--- src/rtl/ram_portb_scheduler.sv ---
// ram_portb_scheduler: owns data RAM port B. After reset it optionally sweeps
// every word to CLEAR_VALUE while holding the CPU in reset. It then shares
// port B between r0 (debug host) and r1 (display scanner) using round-robin
// req/gnt arbitration.
// Optional feature macro: RAM_CLEAR_EN. When it is defined, the power-up
// sweep is built. When it is undefined, serving starts on the first clock
// after reset.
module ram_portb_scheduler #(
   parameter int                    DATA_WIDTH         = 16,
   parameter int                    RAM_REGISTER_COUNT = 1024,
   parameter logic [DATA_WIDTH-1:0] CLEAR_VALUE        = 16'h0000,
   localparam int                   AW                 = $clog2(RAM_REGISTER_COUNT)
) (
   input  logic                  Clk,
   input  logic                  Reset,
   output logic                  cpu_hold,
   input  logic                  r0_req,
   input  logic                  r0_we,
   input  logic [AW-1:0]         r0_addr,
   input  logic [DATA_WIDTH-1:0] r0_wdata,
   output logic                  r0_gnt,
   output logic                  r0_rvalid,
   input  logic                  r1_req,
   input  logic                  r1_we,
   input  logic [AW-1:0]         r1_addr,
   input  logic [DATA_WIDTH-1:0] r1_wdata,
   output logic                  r1_gnt,
   output logic                  r1_rvalid,
   output logic [DATA_WIDTH-1:0] rdata,
   output logic [AW-1:0]         ram_address_b,
   output logic [DATA_WIDTH-1:0] ram_data_b,
   output logic                  ram_wren_b,
   input  logic [DATA_WIDTH-1:0] ram_q_b
);

   logic                  serve;     // arbitration enabled this cycle
   logic                  in_clear;  // sweep owns port B this cycle
   logic                  rr_last;   // 1: r1 had the most recent grant
   logic [AW-1:0]         hold_addr;
   logic [DATA_WIDTH-1:0] hold_data;

`ifdef RAM_CLEAR_EN
   typedef enum logic {CLEAR, SERVE} state_t;

   localparam logic [AW-1:0] LAST_ADDR = AW'(RAM_REGISTER_COUNT - 1);

   state_t        state;
   logic [AW-1:0] clr_addr;

   // Sweep sequencer: walk clr_addr up to the last word, then release the CPU.
   always_ff @(posedge Clk or posedge Reset) begin
      if (Reset) begin
         state    <= CLEAR;
         clr_addr <= '0;
         cpu_hold <= 1'b1;
      end else begin
         case (state)
            CLEAR: begin
               clr_addr <= clr_addr + 1'b1;
               if (clr_addr == LAST_ADDR) begin
                  state    <= SERVE;
                  cpu_hold <= 1'b0;
               end
            end
            default: cpu_hold <= 1'b0;
         endcase
      end
   end

   assign serve    = (state == SERVE);
   assign in_clear = (state == CLEAR) && !Reset;
`else
   // Without a sweep the CPU is released on the first edge after reset.
   always_ff @(posedge Clk or posedge Reset) begin
      if (Reset) cpu_hold <= 1'b1;
      else       cpu_hold <= 1'b0;
   end

   // Grants are gated by cpu_hold so that they start together with the CPU.
   assign serve    = !cpu_hold;
   assign in_clear = 1'b0;
`endif

   // Round-robin grant: a sole requester always wins, and on a tie the
   // requester that was not granted last wins.
   always_comb begin
      r0_gnt = serve && r0_req && (!r1_req ||  rr_last);
      r1_gnt = serve && r1_req && (!r0_req || !rr_last);
   end

   // Port B mux: sweep, then the granted requester, else hold with write off.
   always_comb begin
      ram_address_b = hold_addr;
      ram_data_b    = hold_data;
      ram_wren_b    = 1'b0;
      if (in_clear) begin
         ram_address_b = clr_addr_or_zero();
         ram_data_b    = CLEAR_VALUE;
         ram_wren_b    = 1'b1;
      end else if (r0_gnt) begin
         ram_address_b = r0_addr;
         ram_data_b    = r0_wdata;
         ram_wren_b    = r0_we;
      end else if (r1_gnt) begin
         ram_address_b = r1_addr;
         ram_data_b    = r1_wdata;
         ram_wren_b    = r1_we;
      end
   end

   function automatic logic [AW-1:0] clr_addr_or_zero();
`ifdef RAM_CLEAR_EN
      return clr_addr;
`else
      return '0;
`endif
   endfunction

   // Arbitration history, held port B address/data, and the rvalid pipeline.
   always_ff @(posedge Clk or posedge Reset) begin
      if (Reset) begin
         rr_last   <= 1'b1;
         hold_addr <= '0;
         hold_data <= CLEAR_VALUE;
         r0_rvalid <= 1'b0;
         r1_rvalid <= 1'b0;
      end else begin
         if (r0_gnt)      rr_last <= 1'b0;
         else if (r1_gnt) rr_last <= 1'b1;
         hold_addr <= ram_address_b;
         hold_data <= ram_data_b;
         r0_rvalid <= r0_gnt && !r0_we;
         r1_rvalid <= r1_gnt && !r1_we;
      end
   end

   // The RAM output register already provides the one-cycle read latency.
   assign rdata = ram_q_b;

endmodule

--- config.mk ---
export PLATFORM = sky130hd
export DESIGN_NAME = ram_portb_scheduler
export DESIGN_NICKNAME = d
export VERILOG_FILES = /design/src/rtl/ram_portb_scheduler.sv
export SDC_FILE = /design/constraint.sdc
export NUM_CORES = 1
export LEC_CHECK = 0
export BUFFER_PORTS_ARGS = -buffer_cell sky130_fd_sc_hd__buf_2
export CORE_ASPECT_RATIO = 2
export CORE_UTILIZATION = 41
export DETAILED_ROUTE_END_ITERATION = 7
export PLACE_DENSITY = 0.79
export SLEW_MARGIN = 20
export SYNTH_ARGS = -nofsm -noshare
export SYNTH_HDL_FRONTEND = slang
export SYNTH_SLANG_ARGS = --single-unit
--- constraint.sdc ---
create_clock -name Clk -period 2 [get_ports Clk]
set_input_delay 0.5 -clock Clk [delete_from_list [all_inputs] [get_ports Clk]]
set_output_delay 0.5 -clock Clk [all_outputs]
set_load 0.005 [all_outputs]
Word-level counts from Yosys, hierarchy flattened
Cells that the tools add are included.
Widths: inputs -> output; s select.
- register bits: 30
- multiplexer cells: 8
- reductions and logical operators: 15
- operators with widths (kind ; count):
    $mux 16 ; 2
    $mux 10 ; 2
    $logic_and 1x1->1 ; 6
    $logic_not 1->1 ; 6
    $mux 1 ; 4
    $logic_or 1x1->1 ; 2
    $reduce_bool 2->1 ; 1

Logic depth before layout (Yosys ltp)
- word-level depth: 5
- depth in mapped cells: 6
- mapped depth without buffers: 4

Worst setup path after synthesis
OpenSTA, ideal clock, no wires.
- path kind: input port to output port
- start point: input r1_req
- end point: output ram_address_b[1]
- arrival: 1.409 ns
- data required time: 1.500 ns
- setup slack: 0.091 ns
- stages: 6
- path buffers: 3
- path through: nor2b_1 buf_2 or2_1 buf_6 buf_6 a31oi_1
- longest elaborated chain between the ends: 4
- elaborated cells between the ends (all ways): 7
- those cells by class: mux (2); reduce/logical (5)
- ends and longest elaborated chain (item ; line ; RTL):
    from (decl) ; 23 ; input logic r1_req,
    $logic_and 1x1->1 or $logic_not 1->1 (tied branches) ; 88, 87 ;
    $logic_and 1x1->1 or $logic_or 1x1->1 (tied branches) ; 88, 87 ;
    $mux 10 or $logic_and 1x1->1 (tied branches) ; 104, 87 ;
    $mux 10 * ; 100 ; end else if (r0_gnt) begin
    to (decl) ; 30 ; output logic [AW-1:0] ram_address_b,
Every way passes the cells marked *; elsewhere a longest branch is shown, timed or not.

Worst setup path after layout
- start point: register rr_last
- end point: output ram_data_b[11]
- longest elaborated chain between the ends: 5
- elaborated cells between the ends (all ways): 7
- those cells by class: mux (2); reduce/logical (5)
- ends and longest elaborated chain (item ; line ; RTL):
    from (decl) ; 38 ; logic rr_last;
    from (signal assigned) ; 122 ; rr_last <= 1'b1;
    from (signal assigned) ; 128 ; if (r0_gnt) rr_last <= 1'b0;
    from (signal assigned) ; 129 ; else if (r1_gnt) rr_last <= 1'b1;
    $logic_not 1->1 ; 88 ; r1_gnt = serve && r1_req && (!r0_req || !rr_last);
    $logic_or 1x1->1 ; 88 ;
    $logic_and 1x1->1 ; 88 ;
    $mux 16 ; 104 ; end else if (r1_gnt) begin
    $mux 16 * ; 100 ;
    to (decl) ; 31 ; output logic [DATA_WIDTH-1:0] ram_data_b,
Marks and branches as above.

==> summary by stage <==
Yosys
The synthesized design devotes to its leading area cell type 41.5% of total area. The average instance in the mapped netlist occupies 9.08 um^2. During synthesis, Yosys emitted a total of 0 warnings. The register bit count reported by yosys is 30. Sorting the synthesized cells by area gives the leading types as dfrtp_1 (41%), a31oi_2 (8.9%), nor3_1 (8.0%). The leading area contributor after synthesis is dfrtp_1. The count of mapped cells out of synthesis is 186.

The net count after synthesis is 260. Sequential cells were found to cover 44.6% of the synthesized design area. The post-synthesis cell type count is 22.

The cell area that synthesis handed to floorplanning was 1690 um^2.

Drt
The number of nets with antenna violations after detailed routing is 0. Summed over all layers, the routed wires come to 5600 um. Using the TritonRoute via totals, the vias-per-cell ratio works out to 5.47.

Summing over every cut layer, the via total after detailed routing is 1823. After detailed routing, the number of remaining DRC violations is 0. After detailed routing, the average wire length per cell comes to 16.8 um. The first TritonRoute pass finished after 4 iterations. The detailed router's first-iteration violation count is 41.

Floorplanning
For this configuration, the core starts out at a cell density of 43.5%. The die covers 4400 um^2. The core region area is 3880 um^2. The number of I/O pins is 122. Row generation in the floorplan step produced 32 rows.

The height of the die is 92.8 um. The die is 47.4 um wide.

Global route
Entering global routing, the biggest net connects 31 pins. The global-route wire length before repair is 7890 um. For this run the aggregate overflow at the end of global routing stands at 0. The initial antenna violation count is 0.

The number of global-route vias before repair is 1773. The total routing usage reported by global routing is 25.5%.

Worst setup path
The type of element capturing the critical path is an output port. The largest delay contributor family on the critical path is flip-flops. The critical path's largest stage delay is 0.56 ns. Of all nets on the critical path, the largest fanout is 7.

The critical path contains buffers and inverters numbering 2 combined. At the worst endpoint, the arrival time is 1.69 ns. Walking the worst path, the cells encountered are nor2b_2 -> or2_4 -> buf_8 -> a31oi_4 -> buf_2. The type of the worst setup path is reg2out. The type of origin of the critical path is a register. The reg-to-reg setup timing slack is 0.43 ns. STA puts the critical path data required time at 1.50 ns.

The highest-delay cell along the critical path is dfstp_2.

Final layout
The number of fillers in the final layout is 309. With fillers left out, the area of the finished cells amounts to 2750 um^2. In the final design database the tool counted 355 nets. The antenna cell count is 0. The area growth from synthesis to layout is 62.7%. The most common cell after layout, fill and taps aside is buf_2. The top cell types in the final layout, fill and taps aside, are buf_2 (90), dfrtp_1 (28), nand3_1 (23). The post-route netlist has 64.9% of its cells at a drive strength greater than 1.

Power
VDD sags by at most 0.610 mV. Power comes to 2.16 mW. The leakage power is 1.17 nW. The power density normalized to cell area is 786 nW/um^2.

Status
The final reports fail on setup timing. The flow ran to the end, but the final reports show violations.

Clock network
For this design, the CTS-stage hold fixing added 0 buffers. The clock sink count is 30. The H-tree level count is 2. The number of buffers created by CTS is 5. The insertion delay to the later sink of the worst-skew pair is 0.28 ns.

The CTS tree is yes. The number of buffers between clock root and the deepest sink is 2. The root buffer cell chosen for the clock tree is clkbuf_8. The register clock-pin slew on the reported worst setup and hold paths is 0.07 ns.

Placement
The half-perimeter wire length of the detailed placement result is 3470 um. The weighted congestion at the end of routability-driven global placement is 0.759. In this run the cell area measured after placement is 2210 um^2. The count of buffers inserted at the top-level ports is 89. Before CTS, the worst setup slack after placement is -0.0556 ns.

STA
For the final database, setup skew stands at 0.00489 ns. The final critical path takes up 109% of the cycle. The highest attainable clock frequency is 457 MHz.

The number of slew-limit violations in the final report was 0. For the final routed database, the setup TNS stands at -3.53 ns. The final critical delay including setup and external delays is 2.19 ns. The number of endpoints with negative hold slack in the final report is 0. In the post-route analysis, the smallest setup slack over all paths is -0.186 ns.

Setup repair after global routing could not meet its margin everywhere. The final number of setup-violating endpoints is 27.

Min path
The worst hold path class is in2async.

Job
The tool flagged a number of max-cap violations equal to 0.
==> final timing paths <==
path,startpoint,endpoint,depth (start not counted)
max in group asynchronous,Reset,rr_last,3
min in group Clk,r0_we,r0_rvalid,2
max,rr_last,ram_data_b[11],5
min reg2reg,hold_addr[7],hold_addr[7],2
max reg2reg,rr_last,hold_data[11],7
min,Reset,hold_addr[0],3
==> report_power, final <==
part | internal (mW) | switching, mW
Sequential | 0.728 | 0.0361
Clock | 0.276 | 0.228
Combinational | 0.458 | 0.434
==> per-layer routing <==
layer  vias up  track usage, %  part of all wire, %
li1        846               -                    -
met1       874            27.1                   36
met2        82            43.5                   55
met3        21            5.26                  4.6
met4         0            13.6                  4.0
met5         -               0                    0
==> per-stage QoR <==
stage | hold slack [ns] | util, % | instances
6_report | 0.279 | 70.7 | 333
5_1_grt | 0.300 | 70.7 | 333
4_1_cts | 0.281 | 65.2 | 330
3_5_place_dp | 0.505 | 56.9 | 319
3_3_place_gp | 0.494 | 56.9 | 319
2_1_floorplan | 0.476 | - | 186
==> what timing repair did <==
action | in CTS | in global routing
gates resized for setup | 46 | 38
pin swaps | 6 | 8
setup endpoints to repair | 28 | 27
cloned | 0 | 1
setup buffers | 3 | 2
==> cell type report <==
type,count,area (um^2),area share [%]
clock buffers,6,82.6,3.01
clock inverters,2,12.5,0.455
inverters,2,7.51,0.273
multi-input cells,118,1040,37.8
flip-flops and latches,30,753,27.4
well taps,51,63.8,2.32
repair buffers,124,788,28.7
==> cells by family after synthesis <==
group           Yosys count  synth area share [%]
buf+inv                  38                  13.8
compound gates           54                  22.6
flops                    30                  44.6
simple gates             63                  18.8
other cells               1                 0.222
==> state kept, by name, indices dropped and copies added (netlist names) <==
| name | cells |
|---|---|
| hold_addr | 10 |
| cpu_hold | 1 |
| r1_rvalid | 1 |
| hold_data | 16 |
| rr_last | 1 |
| r0_rvalid | 1 |
==> synthesized netlist by cell type <==
cell type	number
a31oi_2	12
dfrtp_1	28
a22o_1	1
buf_2	6
nand2_1	2
and2_1	1
buf_4	16
nor2_1	2
inv_2	1
o21ai_1	2
or2_1	1
clkbuf_1	11
buf_6	3
a31oi_1	14
o21ai_0	25
nor2b_1	2
nand3_1	26
inv_1	1
nand2b_1	2
nor3_1	27
conb_1	1
dfstp_2	2
==> worst min-delay path: cells and delay by family <==
family                 cells  cell delay, ns
buffers and inverters      3            0.47
(Power assumes the default switching activity.)
